`src/rtl/snd_capture_sched.sv`:
```
// Sun AU (.snd) capture scheduler: samples the APU channel DACs at a fixed rate and streams a
// 32-byte header followed by sample frames. Build option SND_CAPTURE_INT16_EN selects 16-bit samples.
module snd_capture_sched #(
    parameter int unsigned SAMPLE_DIV  = 95,
    parameter int unsigned SAMPLE_RATE = 44100,
    parameter int unsigned CHANNELS    = 4,
    parameter int unsigned FIFO_DEPTH  = 4
) (
    input  logic        clk,
    input  logic        rst_n,
    input  logic        en,
    input  logic [15:0] ch_data,
    output logic [7:0]  out_data,
    output logic        out_valid,
    input  logic        out_ready,
    output logic        busy,
    output logic        hdr_done,
    output logic [15:0] overrun_cnt
);

    localparam int unsigned FW    = 4 * CHANNELS;
    localparam int unsigned PTR_W = $clog2(FIFO_DEPTH);
    localparam int unsigned CNT_W = PTR_W + 1;
`ifdef SND_CAPTURE_INT16_EN
    localparam int unsigned NBYTES   = 2 * CHANNELS;
    localparam logic [7:0]  ENCODING = 8'h03;
`else
    localparam int unsigned NBYTES   = CHANNELS;
    localparam logic [7:0]  ENCODING = 8'h02;
`endif
    localparam logic [31:0]      RATE      = 32'(SAMPLE_RATE);
    localparam logic [7:0]       NCH       = 8'(CHANNELS);
    localparam logic [15:0]      DIV_LAST  = 16'(SAMPLE_DIV - 1);
    localparam logic [2:0]       LAST_BYTE = 3'(NBYTES - 1);
    localparam logic [CNT_W-1:0] FULL_CNT  = CNT_W'(FIFO_DEPTH);

    typedef enum logic [1:0] {StIdle, StHeader, StStream, StDrain} state_e;

    function automatic logic [7:0] hdr_byte(input logic [4:0] idx);
        logic [7:0] b;
        case (idx)
            5'd0:                   b = 8'h2E;
            5'd1:                   b = 8'h73;
            5'd2:                   b = 8'h6E;
            5'd3:                   b = 8'h64;
            5'd7:                   b = 8'h20;
            5'd8, 5'd9, 5'd10, 5'd11: b = 8'hFF;
            5'd15:                  b = ENCODING;
            5'd16:                  b = RATE[31:24];
            5'd17:                  b = RATE[23:16];
            5'd18:                  b = RATE[15:8];
            5'd19:                  b = RATE[7:0];
            5'd23:                  b = NCH;
            default:                b = 8'h00;
        endcase
        return b;
    endfunction

    function automatic logic [7:0] sample_byte(input logic [FW-1:0] frame, input int unsigned idx);
        logic [15:0] f;
        logic [1:0]  ch;
        logic [7:0]  b;
        f = 16'(frame);
`ifdef SND_CAPTURE_INT16_EN
        ch = 2'(idx >> 1);
        b  = (idx % 2 == 1) ? 8'h00 : {1'b0, f[{ch, 2'b00} +: 4], 3'b000};
`else
        ch = 2'(idx);
        b  = {1'b0, f[{ch, 2'b00} +: 4], 3'b000};
`endif
        return b;
    endfunction

    state_e           state_q, state_d;
    logic [4:0]       hdr_idx_q, hdr_idx_d;
    logic             hdr_abort_q, hdr_abort_d;
    logic             hdr_done_q, hdr_done_d;
    logic [15:0]      div_q, div_d;
    logic             tick_q, tick_d;
    logic [PTR_W-1:0] rd_ptr_q, rd_ptr_d, wr_ptr_q, wr_ptr_d, nxt_ptr;
    logic [CNT_W-1:0] count_q, count_d;
    logic [2:0]       byte_idx_q, byte_idx_d;
    logic [7:0]       out_data_q, out_data_d;
    logic             out_valid_q, out_valid_d;
    logic [15:0]      overrun_q, overrun_d;
    logic             xfer, pop, wr_en, full;
    logic [FW-1:0]    mem [FIFO_DEPTH];

    assign nxt_ptr = rd_ptr_q + PTR_W'(1);
    assign full    = (count_q == FULL_CNT);
    assign xfer    = out_valid_q && out_ready;

    always_comb begin
        state_d     = state_q;
        hdr_idx_d   = hdr_idx_q;
        hdr_abort_d = hdr_abort_q;
        hdr_done_d  = hdr_done_q;
        div_d       = div_q;
        tick_d      = 1'b0;
        byte_idx_d  = byte_idx_q;
        out_data_d  = out_data_q;
        out_valid_d = out_valid_q;
        overrun_d   = overrun_q;
        pop         = 1'b0;

        unique case (state_q)
            StIdle: begin
                if (en) begin
                    state_d     = StHeader;
                    hdr_idx_d   = '0;
                    hdr_abort_d = 1'b0;
                    overrun_d   = '0;
                end
            end
            StHeader: begin
                if (!en) hdr_abort_d = 1'b1;
                if (!out_valid_q) begin
                    out_data_d  = hdr_byte(hdr_idx_q);
                    out_valid_d = 1'b1;
                end else if (xfer) begin
                    if (hdr_idx_q == 5'd31) begin
                        out_valid_d = 1'b0;
                        div_d       = '0;
                        if (hdr_abort_q || !en) begin
                            state_d = StIdle;
                        end else begin
                            state_d    = StStream;
                            hdr_done_d = 1'b1;
                        end
                    end else begin
                        hdr_idx_d  = hdr_idx_q + 5'd1;
                        out_data_d = hdr_byte(hdr_idx_q + 5'd1);
                    end
                end
            end
            StStream, StDrain: begin
                // Head frame stays in the FIFO until its last byte is accepted.
                if (!out_valid_q) begin
                    if (count_q != '0) begin
                        out_data_d  = sample_byte(mem[rd_ptr_q], 0);
                        out_valid_d = 1'b1;
                        byte_idx_d  = '0;
                    end
                end else if (xfer) begin
                    if (byte_idx_q == LAST_BYTE) begin
                        pop = 1'b1;
                        if (count_q > CNT_W'(1)) begin
                            out_data_d = sample_byte(mem[nxt_ptr], 0);
                            byte_idx_d = '0;
                        end else begin
                            out_valid_d = 1'b0;
                        end
                    end else begin
                        byte_idx_d = byte_idx_q + 3'd1;
                        out_data_d = sample_byte(mem[rd_ptr_q], int'(byte_idx_q) + 1);
                    end
                end

                if (state_q == StStream) begin
                    if (!en) begin
                        state_d = StDrain;
                    end else begin
                        div_d  = (div_q == DIV_LAST) ? 16'd0 : div_q + 16'd1;
                        tick_d = (div_q == DIV_LAST);
                    end
                end else if (count_q == '0 && !out_valid_q) begin
                    state_d    = StIdle;
                    hdr_done_d = 1'b0;
                end
            end
            default: state_d = StIdle;
        endcase

        // A pop in the same cycle frees the slot, so a tick into a full FIFO is still accepted.
        wr_en = tick_q && (!full || pop);
        if (tick_q && full && !pop && overrun_q != 16'hFFFF) overrun_d = overrun_q + 16'd1;
        count_d  = count_q + CNT_W'(wr_en) - CNT_W'(pop);
        wr_ptr_d = wr_ptr_q + PTR_W'(wr_en);
        rd_ptr_d = rd_ptr_q + PTR_W'(pop);
    end

    always_ff @(posedge clk or negedge rst_n) begin
        if (!rst_n) begin
            state_q     <= StIdle;
            hdr_idx_q   <= '0;
            hdr_abort_q <= 1'b0;
            hdr_done_q  <= 1'b0;
            div_q       <= '0;
            tick_q      <= 1'b0;
            rd_ptr_q    <= '0;
            wr_ptr_q    <= '0;
            count_q     <= '0;
            byte_idx_q  <= '0;
            out_data_q  <= '0;
            out_valid_q <= 1'b0;
            overrun_q   <= '0;
        end else begin
            state_q     <= state_d;
            hdr_idx_q   <= hdr_idx_d;
            hdr_abort_q <= hdr_abort_d;
            hdr_done_q  <= hdr_done_d;
            div_q       <= div_d;
            tick_q      <= tick_d;
            rd_ptr_q    <= rd_ptr_d;
            wr_ptr_q    <= wr_ptr_d;
            count_q     <= count_d;
            byte_idx_q  <= byte_idx_d;
            out_data_q  <= out_data_d;
            out_valid_q <= out_valid_d;
            overrun_q   <= overrun_d;
        end
    end

    always_ff @(posedge clk) begin
        if (wr_en) mem[wr_ptr_q] <= ch_data[FW-1:0];
    end

    assign out_data    = out_data_q;
    assign out_valid   = out_valid_q;
    assign busy        = (state_q != StIdle);
    assign hdr_done    = hdr_done_q;
    assign overrun_cnt = overrun_q;

endmodule

```
`config.mk`:
```
export PLATFORM = sky130hd
export DESIGN_NAME = snd_capture_sched
export DESIGN_NICKNAME = d
export VERILOG_FILES = /design/src/rtl/snd_capture_sched.sv
export SDC_FILE = /design/constraint.sdc
export NUM_CORES = 1
export LEC_CHECK = 0
export CAP_MARGIN = 15
export CORE_MARGIN = 8
export CORE_UTILIZATION = 55
export CTS_BUF_LIST = sky130_fd_sc_hd__clkbuf_8 sky130_fd_sc_hd__clkbuf_16
export CTS_CLUSTER_DIAMETER = 120
export CTS_CLUSTER_SIZE = 12
export DETAILED_ROUTE_END_ITERATION = 16
export PLACE_DENSITY = 0.78
export SYNTH_ARGS = -nofsm -noshare
export SYNTH_HDL_FRONTEND = slang
export SYNTH_SLANG_ARGS = --single-unit
export TNS_END_PERCENT = 20
```
`constraint.sdc`:
```
create_clock -name clk -period 5.1 [get_ports clk]
set_input_delay 1.02 -clock clk [delete_from_list [all_inputs] [get_ports clk]]
set_output_delay 1.02 -clock clk [all_outputs]
set_load 0.03 [all_outputs]
```
======== Yosys cells after proc, flatten, opt, wreduce, memory -nomap -nowiden ========
Memories as Yosys holds them, arrays and structs flattened.
Index checks and enable logic that the tools add are counted.
cells by class
  magnitude comparators ................... 1
  bitwise operators ....................... 0
  shifts and indexed selects .............. 1
  divide/modulo/power cells ............... 0
  $add $sub $neg .......................... 10
  $mul .................................... 0
  mux-type cells .......................... 66
  reductions and logical operators ........ 30
  equal/unequal tests ..................... 28
operators with widths
  cell                                                              count
  16-bit 2-to-1 mux                                                 9
  8-bit 2-to-1 mux                                                  8
  16-bit by 1-bit adder with 16-bit output, second input constant   2
  16-bit one-hot mux with 2 select lines                            1
  1-bit 2-to-1 mux                                                  25
  2-bit != test, second input constant                              11
  5-bit 2-to-1 mux                                                  4
  3-bit != test, second input constant                              6
  6-bit AND reduction                                               3
  16-bit by 7-bit == test with 1-bit output, second input constant  1
  2-bit 2-to-1 mux                                                  8
  16-bit != test, second input constant                             1
  8-bit one-hot mux with 2 select lines                             1
  16-bit by 5-bit indexed part select with 4-bit output             1
  3-bit 2-to-1 mux                                                  5
  2-bit nonzero test                                                6
  5-bit one-hot mux with 2 select lines                             1
  7-bit AND reduction                                               1
  1-bit logical AND                                                 6
  1-bit one-hot mux with 2 select lines                             3
  2-bit one-hot mux with 3 select lines                             1
  5-bit by 1-bit adder with 5-bit output, second input constant     1
  5-bit == test, second input constant                              1
  5-bit AND reduction                                               1
  22 further kinds                                                  29
storage, ports and cells
  bits in latches ......................... 0
  logic and storage cells ................. 152
  memories ................................ 3
  ROM bits ................................ 512
  input bits .............................. 20
  bits in writable memories ............... 64
  flip-flop bits (word level) ............. 61
memory list
  memory           words  bits a word  rd ports  clocked after memory_dff  write ports  RTL line  source
  (no name shown)  32     8            1         0                         0            41        case (idx)
  (no name shown)  32     8            1         0                         0            41
  mem              4      16           2         0                         1            87        logic [FW-1:0] mem [FIFO_DEPTH];

======== Logic depth before layout (Yosys ltp) ========
Gate-level depths: netlist of run 1.
  depth after elaboration ................. 10
  depth in mapped cells ................... 10
  mapped depth without buffers ............ 10

======== Worst setup path after synthesis of run 1 ========
OpenSTA, ideal clock, no wires.
  path type ............................... input -> register
  from .................................... input out_ready
  to ...................................... memory mem[1][0] in the netlist's numbering (enable)
  data required time ...................... 4,687 ps
  path buffers ............................ 1
  slack ................................... 1,780 ps
  stages on the path ...................... 6
  arrival time ............................ 2,907 ps
  cell sequence ........................... buf_6 -> and2_2 -> nand3_1 -> nand3_1 -> nand2_1 -> nor3b_1
between the ends
  longest elaborated chain between the ends .. 8
RTL lines
  item                                    RTL line  source
  start: declaration                      15        input logic out_ready,
  1-bit logical AND                       91        assign xfer = out_valid_q && out_ready;
  1-bit 2-to-1 mux                        144       end else if (xfer) begin
  1-bit 2-to-1 mux                        138       if (!out_valid_q) begin
  1-bit 2-to-1 mux                        106       unique case (state_q)
  1-bit logical OR                        175       wr_en = tick_q && (!full || pop);
  1-bit logical AND                       175
  1-bit 2-to-1 mux                        215       if (wr_en) mem[wr_ptr_q] <= ch_data[FW-1:0];
  1-bit 2-to-1 mux (not written as such)  215
  end: declaration                        87
Every way passes these cells.

==> results.tsv, run 1 <==
metric	value	unit
syn nets	586	
clk_skew	13.2	ps
starting density of the core	56.3	%
Die Area	15300	µm²
# IOs	47	
Rel. slew slack	42.3	%
RSZ-0062 raised after global routing	false	
later-pin clock latency in the skew report	420	ps
remaining global-route overflow	0	
DRT met1 WL	6.10	mm
met3 WL post-DR	908	µm
worst-path maximum fanout	24	
WL final	14.4	mm
Hold Violations, Final	0	
EDFF count, synth	64	
Period Utilization, post-route	66.9	%
synthesized instance count	544	
Num CTS Buffers	17	
Max clock buf depth	2	
cts repair resizes	0	
vias per cell	6.17	
layout cell share with drive strength beyond 1	12.3	%
vias in the first global route	4580	
Core Box Area	11400	µm²
Final Max Slew Viols	0	
first-pass GRT wire length	23.5	mm
most frequent cells after synthesis	64 x edfxtp_1, 61 x dfrtp_1, 59 x nand2_1	
first-pass iteration count of the detailed router	5	
Setup crit end kind	output port	
Synth area leader	edfxtp_1	
status	complete, no violations	
cts hold-fix bufs	0	
VDD IR max	454	µV
min-delay src	out_data[6]	
Synth area leaders	edfxtp_1 30%, dfrtp_1 24%, mux4_2 6.7%	
CP Class	reg -> out	
initial antenna violation count	0	
PortBufs	46	
startpoint types	flop	
slowest CP cell	dfrtp_1	
count of cell types in the netlist	67	
Crit path largest cell delay	860	ps
Cell Area, Synth	6400	µm²
register area share after synthesis	53.9	%
CP Cell Sequence	nor2_1 > inv_1 > clkdlybuf4s50_1	
GP Congestion	0.912	
DIE WIDTH	124	µm
Critical Path AT	2390	ps
post-CTS setup buffers	0	
Hold Path End	out_data[6]	
aggregate negative setup slack	0	ps
ys async rst share	48.8	%
ANT cells	0	
Slew @ Worst Pin	865	ps
post-route minimum period	3410	ps
Post-Place Worst Slack	1410	ps
Yosys top cell area share	30.0	%
Vias	4597	
prevailing post-synth register cell	edfxtp_1	
DR WL/cell	19.4	µm
critical register-to-register path startpoint	hdr_idx_q[0]	
HPWL Detailed	9.54	mm
cell leakage power	3.01	nW
Syn-to-layout area delta	18.3	%
overall power	3.02	mW
drt drc	0	
# clock sinks	125	
Req. time, crit path	4080	ps
worst hold path depth	2	
r2r endpoint	div_q[10]	
pin count of the biggest net entering global routing	62	
Initial DRC Count	455	
Final Util	66.6	%
PD cells	399	nW/µm²
Syn. warnings	0	
FF+latch count, synth	125	
Cell Rows	39	
count leader, synth	edfxtp_1	
gr usage total	20.0	%
placed insts	713	
worst hold path class	reg -> reg	
Post-DRT Antenna Nets	0	
final std cells w/o fill	745	
DR top layer	met4	
die height	124	µm
r2r worst-path depth	8	
Max Fclk	293	MHz
CTS tree	built	
PnR worst setup slack	1690	ps
number of max-cap violations	0	
root buffer cell	clkbuf_16	
WL met2	7.25	mm
H-tree levels	4	
Reg2Reg Setup Slack	2030	ps
NumNets Final	632	
syn avg cell area	11.8	µm²
clk slew on worst S/H paths	60	ps
final setup fails	0	
==> critical path: cells and delay by family, from the launching register on <==
family | cells | cell delay (ps)
simple gates | 1 | 300
flops | 1 | 860
buf+inv | 2 | 820
==> metal layers <==
layer	GRT usage, %	vias to the layer above
li1	-	2160
met1	23.8	2273
met2	33.4	151
met3	6.21	13
met4	7.75	0
met5	0	-
==> final cells by class <==
type                            count  area (µm²)
Clock buffer                       17         425
Clock inverter                     14         180
Fill cell                         828        3800
Inverter                           27         101
Multi-Input combinational cell    367        2710
Sequential cell                   125        3450
Tap cell                          143         179
Timing Repair Buffer               52         520
==> metrics by stage <==
step | hold WS (ps) | instance area, µm²
after detailed placement | 496 | 6940
after CTS | 507 | 7540
after global routing | 532 | 7570
after global placement | 490 | 6940
after floorplan | 468 | 6400
final | 502 | 7570
==> registers in the layout (all words and copies together), names as in the netlist, 2 cells and up, named ones only <==
signal	cells
mem	64
div_q	16
overrun_cnt	16
out_data	8
hdr_idx_q	5
byte_idx_q	3
count_q	3
rd_ptr_q	2
wr_ptr_q	2
==> worst max-delay path by stage <==
| stage | endpoint | cells past startpoint | from |
|---|---|---|---|
| after floorplan | mem[1][0] | 6 | out_ready |
| after CTS | busy | 3 | flop |
| after detailed placement | mem[3][3] | 7 | out_ready |
| after global placement | mem[3][6] | 7 | out_ready |
| after global routing | busy | 3 | flop |
| final | busy | 3 | flop |
==> placed cells by master (no fill, tap or decap), types with 6 or more instances in the layout <==
master,synthesis,final
edfxtp_1,64,64
dfrtp_1,61,61
nand2_1,59,59
clkdlybuf4s50_1,0,45
o21ai_0,39,39
inv_1,27,31
nor2_1,21,21
ha_1,21,21
mux4_2,19,19
nand3_1,17,17
clkbuf_16,0,17
nor3_1,17,16
and3_1,15,15
nand4_1,13,13
a21oi_1,13,13
a211o_1,9,9
a31oi_1,9,9
nand2b_1,9,9
mux2i_1,9,9
xnor2_1,6,6
nor4_1,6,6
o31ai_1,6,6
==> cell families after synthesis <==
family	Yosys count	share of synthesized area, %
AND/OR/NAND/NOR	185	14.9
adder cells (fa/ha/maj)	22	4.42
buffers and inverters	52	3.81
multiplexers	32	8.80
XOR/XNOR	8	1.10
AO/OA/AOI/OAI	120	13.1
flip-flops	125	53.9
==> power breakdown <==
group | leakage [nW] | switching [mW] | internal, mW
Clock | 0.300 | 0.431 | 0.807
Sequential | 1.36 | 0.0887 | 1.12
Combinational | 1.35 | 0.334 | 0.235
Total | 3.01 | 0.854 | 2.16
Power figures use the tool's default switching activity.
==> run 2, diff against run 1 <==
--- a/config.mk
+++ b/config.mk
@@ -7,7 +7,7 @@
 export LEC_CHECK = 0
 export CAP_MARGIN = 15
 export CORE_MARGIN = 8
-export CORE_UTILIZATION = 55
+export CORE_UTILIZATION = 53
 export CTS_BUF_LIST = sky130_fd_sc_hd__clkbuf_8 sky130_fd_sc_hd__clkbuf_16
 export CTS_CLUSTER_DIAMETER = 120
 export CTS_CLUSTER_SIZE = 12
==> constraint.sdc (replaced) <==
create_clock -name clk -period 2.95 [get_ports clk]
set_input_delay 0.59 -clock clk [delete_from_list [all_inputs] [get_ports clk]]
set_output_delay 0.59 -clock clk [all_outputs]
set_load 0.03 [all_outputs]
==> run 2 against run 1 <==
  * Sequential share of layout area decreased by 0.70 points
  * First-iteration DRC count decreased by 2.6%
  * Via count increased by 2.0%
  * Non-clock buffer count increased by 12
  * Sequential cell count unchanged
  * Final cell count increased by 2.3%
  * Clock skew decreased by 4.8 ps
  * Critical path depth increased by 6
  * Utilization decreased by 2.0 points
  * Total power increased by 76%
  * Clock power increased by 81%
  * Clock-buffer cell count unchanged
  * Largest cell class unchanged
  * Highest routed layer unchanged
==> results.tsv, run 2 (synthesis results as in run 1) <==
metric	value	unit
r2r endpoint	div_q[7]	
r2r worst-path depth	9	
vias per cell	6.16	
DIE WIDTH	126	µm
Vias	4691	
WL final	14.2	mm
HPWL Detailed	9.73	mm
first-pass iteration count of the detailed router	7	
Hold Violations, Final	0	
Post-DRT Antenna Nets	0	
aggregate negative setup slack	0	ps
slowest CP cell	or4_1	
Die Area	15800	µm²
worst-path maximum fanout	12	
critical register-to-register path startpoint	hdr_idx_q[0]	
number of max-cap violations	0	
layout cell share with drive strength beyond 1	15.1	%
cell leakage power	3.07	nW
final setup fails	0	
later-pin clock latency in the skew report	420	ps
VDD IR max	746	µV
Largest Register	mem	
GP Congestion	0.930	
commonest non-fill, non-tap cell in the layout	edfxtp_1	
first-pass GRT wire length	23.7	mm
starting density of the core	53.7	%
H-tree levels	4	
Req. time, crit path	3290	ps
Syn-to-layout area delta	20.2	%
Core Box Area	11900	µm²
drt drc	0	
crit path buf inv count	2	
status	complete, no violations	
clk slew on worst S/H paths	60	ps
die height	126	µm
cts hold-fix bufs	0	
crit-path leading delay family	simple AND/OR/NAND/NOR gates	
Max Fclk	371	MHz
DR WL/cell	18.6	µm
NumNets Final	644	
Slew @ Worst Pin	770	ps
post-route minimum period	2700	ps
Setup crit end kind	flop	
post-CTS setup buffers	0	
Cell Rows	40	
remaining global-route overflow	0	
worst hold path class	in -> async	
max FFs per register	64	
gr usage total	18.7	%
commonest cells after routing, fill and taps aside	64 x edfxtp_1, 61 x dfrtp_1, 59 x nand2_1	
Period Utilization, post-route	91.4	%
pin count of the biggest net entering global routing	28	
ANT cells	0	
root buffer cell	clkbuf_16	
CP Cell Sequence	ha_1 > inv_1 > nor3_1 > ha_1 > nand4_1 > o21a_1 > buf_4 > or4_1 > a21oi_1	
Critical Path AT	3040	ps
Rel. slew slack	48.7	%
RSZ-0062 raised after global routing	false	
initial antenna violation count	0	
# clock sinks	125	
Num CTS Buffers	17	
Reg2Reg Setup Slack	250	ps
PnR worst setup slack	253	ps
CTS tree	built	
CP Class	reg -> reg	
CP most frequent cell	ha_1	
clk_skew	8.40	ps
PortBufs	46	
Final Max Slew Viols	0	
# IOs	47	
Max clock buf depth	2	
startpoint types	flop	
PD cells	689	nW/µm²
vias in the first global route	4763	
Post-Place Worst Slack	146	ps
Initial DRC Count	443	
Crit path largest cell delay	500	ps
-- run 2: cell types whose count changed in the layout (fill, tap and decap cells not counted), sizes merged --
cell	previous run	this run
buf	7	19
clkinv	2	4
clkinvlp	3	2
-- run 2: power breakdown --
part | leakage, nW | internal (mW) | switching (mW) | total [mW]
registers | 1.36 | 1.94 | 0.126 | 2.06
logic | 1.41 | 0.418 | 0.582 | 1.00
clock network | 0.305 | 1.43 | 0.809 | 2.24
total | 3.07 | 3.78 | 1.52 | 5.30
-- run 2: how the worst max path moves through the flow --
stage,start,endpoint,depth (start not counted)
2_1_floorplan,out_ready,mem[1][0],6
3_3_place_gp,out_ready,count_q[2],10
3_5_place_dp,out_ready,count_q[2],10
4_1_cts,hdr_idx_q[0],div_q[15],9
5_1_grt,hdr_idx_q[0],div_q[7],9
6_report,hdr_idx_q[0],div_q[7],9
-- run 2: cell type report --
cell class / instances / area, µm²
Tap cell: 147 / 184
Multi-Input combinational cell: 367 / 2730
Clock inverter: 15 / 210
Clock buffer: 17 / 425
Inverter: 27 / 101
Timing Repair Buffer: 64 / 591
Sequential cell: 125 / 3450
Fill cell: 896 / 4220
-- run 2: through the flow --
| stage | utilization, % | hold WS [ps] | total power [mW] | cells | area, µm² |
|---|---|---|---|---|---|
| after CTS | 64.4 | 71.2 | 5.33 | 762 | 7670 |
| after detailed placement | 59.1 | 470 | 3.08 | 730 | 7040 |
| final | 64.5 | 73.0 | 5.30 | 762 | 7690 |
| after global placement | 59.1 | 463 | 3.07 | 730 | 7040 |
| after global routing | 64.5 | 93.4 | 5.52 | 762 | 7690 |
| after floorplan | - | 294 | 2.73 | 544 | 6400 |
-- run 2: what timing repair did --
action,4_1_cts,5_1_grt
gates resized for setup,0,2
endpoints found under the hold margin,0,0
endpoints found under the setup margin,0,3
-- run 2: layer usage --
layer | part of all wire (%) | wire, µm | vias to the layer above | GRT usage (%)
li1 | - | - | 2181 | -
met1 | 43 | 6110 | 2339 | 22.6
met2 | 50 | 7050 | 150 | 31.1
met3 | 5.8 | 829 | 21 | 5.02
met4 | 1.4 | 198 | 0 | 7.50
met5 | 0 | 0 | - | 0
